<file path="config.mk">
export PLATFORM = sky130hd
export DESIGN_NAME = inext_accumulator_bank
export DESIGN_NICKNAME = d
export VERILOG_FILES = /design/src/rtl/inext_accumulator_bank.sv
export SDC_FILE = /design/constraint.sdc
export NUM_CORES = 1
export LEC_CHECK = 0
export ABC_AREA = 1
export BUFFER_PORTS_ARGS = -buffer_cell sky130_fd_sc_hd__buf_2
export CAP_MARGIN = 20
export CORE_ASPECT_RATIO = 1.75
export CORE_MARGIN = 3
export CORE_UTILIZATION = 41
export DETAILED_ROUTE_END_ITERATION = 10
export SLEW_MARGIN = 20
export SYNTH_ARGS = -nofsm -noshare
export SYNTH_HDL_FRONTEND = slang
export SYNTH_SLANG_ARGS = --single-unit
export TNS_END_PERCENT = 10
</file>
<file path="constraint.sdc">
create_clock -name clk -period 2 [get_ports clk]
set_input_delay 0.1 -clock clk [delete_from_list [all_inputs] [get_ports clk]]
set_output_delay 0.1 -clock clk [all_outputs]
set_load 0.02 [all_outputs]
</file>
<file path="src/rtl/inext_accumulator_bank.sv">
// rtl/inext_accumulator_bank.sv - double-buffered per-neuron synaptic current store
module inext_accumulator_bank #(
    parameter int numneurons = 2,
    parameter int numwidth   = 16,
    parameter int tagbits    = 1
) (
    input  logic                clk,
    input  logic                asyn_reset_n,
    input  logic [tagbits-1:0]  acc_tag_in,
    input  logic                acc_wr_req,
    input  logic [numwidth:0]   acc_data_in,
    input  logic                spu_busy,
    output logic [numwidth:0]   i_next_out,
    input  logic [tagbits-1:0]  nu_rd_tag,
    output logic [numwidth:0]   nu_current_out,
    input  logic                swap_req,
    output logic                swap_done,
    output logic                acc_ready,
    output logic                active_bank,
    output logic                wr_dropped
);

    typedef enum logic [1:0] {
        IDLE  = 2'd0,
        DRAIN = 2'd1,
        SWAP  = 2'd2,
        CLEAR = 2'd3
    } state_t;

    localparam logic [tagbits-1:0] LAST_TAG = tagbits'(numneurons - 1);

    state_t              state_q, state_d;
    logic [numwidth:0]   bank_q [2][numneurons];
    logic [tagbits-1:0]  cnt_q, cnt_d;
    logic                active_q, active_d;
    logic                pend_q, pend_d;
    logic                done_q, done_d;
    logic                dropped_q, dropped_d;
    logic [numwidth:0]   nu_q;
    logic                wr_accept;

    assign wr_accept      = acc_wr_req & acc_ready;
    assign i_next_out     = bank_q[active_q][acc_tag_in];
    assign nu_current_out = nu_q;
    assign swap_done      = done_q;
    assign active_bank    = active_q;
    assign wr_dropped     = dropped_q;

    // State register and control registers
    always_ff @(posedge clk or negedge asyn_reset_n) begin
        if (!asyn_reset_n) begin
            state_q   <= IDLE;
            cnt_q     <= '0;
            active_q  <= 1'b0;
            pend_q    <= 1'b0;
            done_q    <= 1'b0;
            dropped_q <= 1'b0;
            nu_q      <= '0;
        end else begin
            state_q   <= state_d;
            cnt_q     <= cnt_d;
            active_q  <= active_d;
            pend_q    <= pend_d;
            done_q    <= done_d;
            dropped_q <= dropped_d;
            nu_q      <= bank_q[~active_q][nu_rd_tag];
        end
    end

    // Bank storage: SPU write-back into the accumulate bank, zeroing during CLEAR
    always_ff @(posedge clk or negedge asyn_reset_n) begin
        if (!asyn_reset_n) begin
            for (int b = 0; b < 2; b++) begin
                for (int n = 0; n < numneurons; n++) begin
                    bank_q[b][n] <= '0;
                end
            end
        end else begin
            if (wr_accept) begin
                bank_q[active_q][acc_tag_in] <= acc_data_in;
            end
            if (state_q == CLEAR) begin
                bank_q[active_q][cnt_q] <= '0;
            end
        end
    end

    // Next-state logic, swap queueing, clear counter and bank toggle
    always_comb begin
        state_d   = state_q;
        cnt_d     = cnt_q;
        active_d  = active_q;
        pend_d    = pend_q | swap_req;
        done_d    = 1'b0;
        dropped_d = dropped_q | (acc_wr_req & ~acc_ready);
        case (state_q)
            IDLE: begin
                // Any pending request is consumed by leaving IDLE here
                pend_d = 1'b0;
                if (swap_req || pend_q) begin
                    state_d = spu_busy ? DRAIN : SWAP;
                end
            end
            DRAIN: begin
                if (!spu_busy) begin
                    state_d = SWAP;
                end
            end
            SWAP: begin
                active_d = ~active_q;
                cnt_d    = '0;
                state_d  = CLEAR;
            end
            CLEAR: begin
                cnt_d = cnt_q + 1'b1;
                if (cnt_q == LAST_TAG) begin
                    state_d = IDLE;
                    done_d  = 1'b1;
                end
            end
            default: state_d = IDLE;
        endcase
    end

    // Outputs decoded from the current state
    always_comb begin
        acc_ready = (state_q == IDLE) || (state_q == DRAIN);
    end

endmodule

</file>
==> impl_metrics.yaml <==
critical_path:
  crit_type: "flop to output port"
  critPathBufInv: 2
  critPathLaunchType: "flop"
  worstPathRequired_ns: 1.90
  slowest_delay_ns: 0.50
  crit_chain: "nor2_4, buf_4, nand2_1, nand4_1, buf_2"
  r2r_slack_ns: 0.29
  cp_top_family: "simple AND/OR/NAND/NOR gates"
  end_kind: "output port"
  cp.arrival_ns: 1.79
  slowest_stage: "dfrtp_2"
  critPathMaxFanout: 15
global_routing:
  grt_pass1_wl_um: 21500
  overflow: 0
  track_usage: 0.2082
  grt_max_degree: 103
  antenna_found_initial: 0
  grt_pass1_vias: 4348
die:
  core-area_um2: 11650
  die_h_um: 150.5
  start_util: 0.4200
  die_w_um: 88.56
  dieArea_um2: 13330
  pin_count: 62
  rows: 52
sta:
  setup_tns_ns: 0
  fin_crit_sh: 0.9437
  worstMarginPinSlew_ns: 0.5060
  fin_crit_ns: 1.887
  fin_skew_ns: 0.005074
  rsz0062_at_grt: "no"
  setup_viol: 0
  hold-worst-slack_ns: 0.009539
  slew_viol_final: 0
  finalHoldViolations: 0
  fmax_ghz: 0.5298
  relSlewSlack: 0.6627
finish:
  area_growth_pct: 16.17
  layout_common_cells: "166 x nand2_1, 105 x nor2_1, 91 x dfrtp_1, 70 x a21oi_1, 60 x buf_2"
  diodes: 0
  fin_cells: 853
  mostFrequentLayoutCell: "nand2_1"
  finish.utilization: 0.4879
  layout-drive-gt1-share: 0.1476
  finalNetCount: 742
min_path:
  min_path_type: "input port to flop"
route:
  viasPerCell: 5.300
  post-route-drc-count: 0
  vias: 4521
  wl_per_cell_um: 15.13
  first_iter_violations: 326
  ant_nets: 0
  dr.pass1.iters: 5
  routed_wirelength_um: 12910
clock_tree:
  cts_setup_buffers: 0
  clkSinkCount: 92
  clock_latency_ns: 0.34
  clk_pin_slew_ns: 0.06
  cts_buffer_depth: 2
  htree_levels: 3
  ctsRootBufferMaster: "clkbuf_16"
  cts_tree: "done"
  numCtsBuffers: 9
synthesis:
  netlist_area_um2: 4891
  yosys_warnings: 0
  syn_nets: 696
  syn_inst: 667
  synth_area_per_cell_um2: 7.333
  synth_cell_types: 22
  synth-seq-cells: 92
  yosysSeqAreaShare: 0.4707
outcome:
  status: "finished, final reports clean"
power_and_ir_drop:
  p_leak_nw: 3.048
  max-vdd-ir-drop_mv: 0.9570
  p_total_mw: 9.627
  p_per_area_nw_per_um2: 1694
placement:
  placedCellCount: 836
  dp_hpwl_um: 8210
  place_congestion: 0.8113
  portBuffers: 61
job:
  cap_violations: 0
==> metal layers <==
layer  vias up  track usage  wire length [um]
met1      2139       0.2537              5327
li1       2230            -                 -
met5         -            0                 0
met4         0      0.08472               344
met3        27      0.03943               616
met2       125       0.3553              6620
==> worst paths after layout <==
kind	startpoint	to	depth (start not counted)
min in group asynchronous	asyn_reset_n	nu_current_out[15]$_DFF_PN0_	2
setup / recovery	active_bank$_DFFE_PN0P_	i_next_out[15]	5
setup reg to reg	state_q[1]$_DFFE_PN0P_	bank_q[6]$_DFF_PN0_	8
hold / removal	acc_data_in[13]	bank_q[64]$_DFF_PN0_	3
hold reg to reg	wr_dropped$_DFF_PN0_	wr_dropped$_DFF_PN0_	1
max in group asynchronous	asyn_reset_n	bank_q[26]$_DFF_PN0_	3
==> state kept, by name, indices dropped and copies added (netlist names) <==
name	cells
cnt_q	1
pend_q	1
wr_dropped	1
swap_done	1
active_bank	1
state_q	2
nu_current_out	17
bank_q	68
==> stage by stage <==
stage	setup WS, ns	instance area (um^2)
finish	0.1125	5682
floorplan	0.4398	4891
CTS	0.09840	5674
global placement	0.3810	5341
global route	0.01881	5682
detailed placement	0.3065	5341
==> worst reg2reg max path: cells and delay by family (launching register included) <==
| kind | cells | cell delay (ns) |
|---|---|---|
| fa+ha+maj | 1 | 0.22 |
| buf+inv | 2 | 0.48 |
| flops | 1 | 0.42 |
| simple gates | 5 | 0.48 |
==> power breakdown <==
group | switching (mW) | total [mW] | internal, mW
combinational | 2.90 | 4.39 | 1.50
sequential | 0.619 | 3.43 | 2.81
clock | 0.702 | 1.81 | 1.10
==> cell families after synthesis <==
| family | count (synthesis) | synth area share |
|---|---|---|
| AND/OR/NAND/NOR | 349 | 0.2983 |
| AO/OA/AOI/OAI | 124 | 0.1279 |
| buffers and inverters | 96 | 0.08851 |
| flip-flops | 92 | 0.4707 |
| adder cells (fa/ha/maj) | 5 | 0.01279 |
| XOR/XNOR | 1 | 0.001791 |
==> Yosys cell counts <==
master    count  area, um^2
o21ai_0      50       250.2
nand4_1      17       106.4
buf_4         1       7.510
nor2_2        1       6.260
nand2_4       2       22.52
nor2_1      106       397.9
inv_2         2       7.510
ha_1          5       62.56
inv_1        48       180.2
buf_6         4       45.04
a21oi_1      70       350.3
nor2_4        2       22.52
nand3_2       1       10.01
o21bai_1      1       7.510
clkbuf_1     10       37.54
o21ai_1       2       10.01
dfrtp_1      92        2302
nand2_1     166       623.1
o21a_1        1       7.510
buf_2        31       155.2
xor2_1        1       8.760
nand3_1      54       270.3
==> final cells by class <==
| class | instances | area [um^2] |
|---|---|---|
| fill | 1162 | 5964 |
| sequential | 92 | 2303 |
| multi-input combinational | 479 | 2168 |
| timing repair buffer | 81 | 530.5 |
| clock buffer | 13 | 280.3 |
| inverter | 50 | 187.7 |
| tap | 135 | 168.9 |
| clock inverter | 3 | 42.54 |
==> what timing repair did <==
item | CTS | global route
endpoints found under the setup margin | 0 | 6
resized for setup | 0 | 2
hold buffers | 1 | 0
hold endpoints to repair | 34 | 0
(Power assumes the default switching activity.)
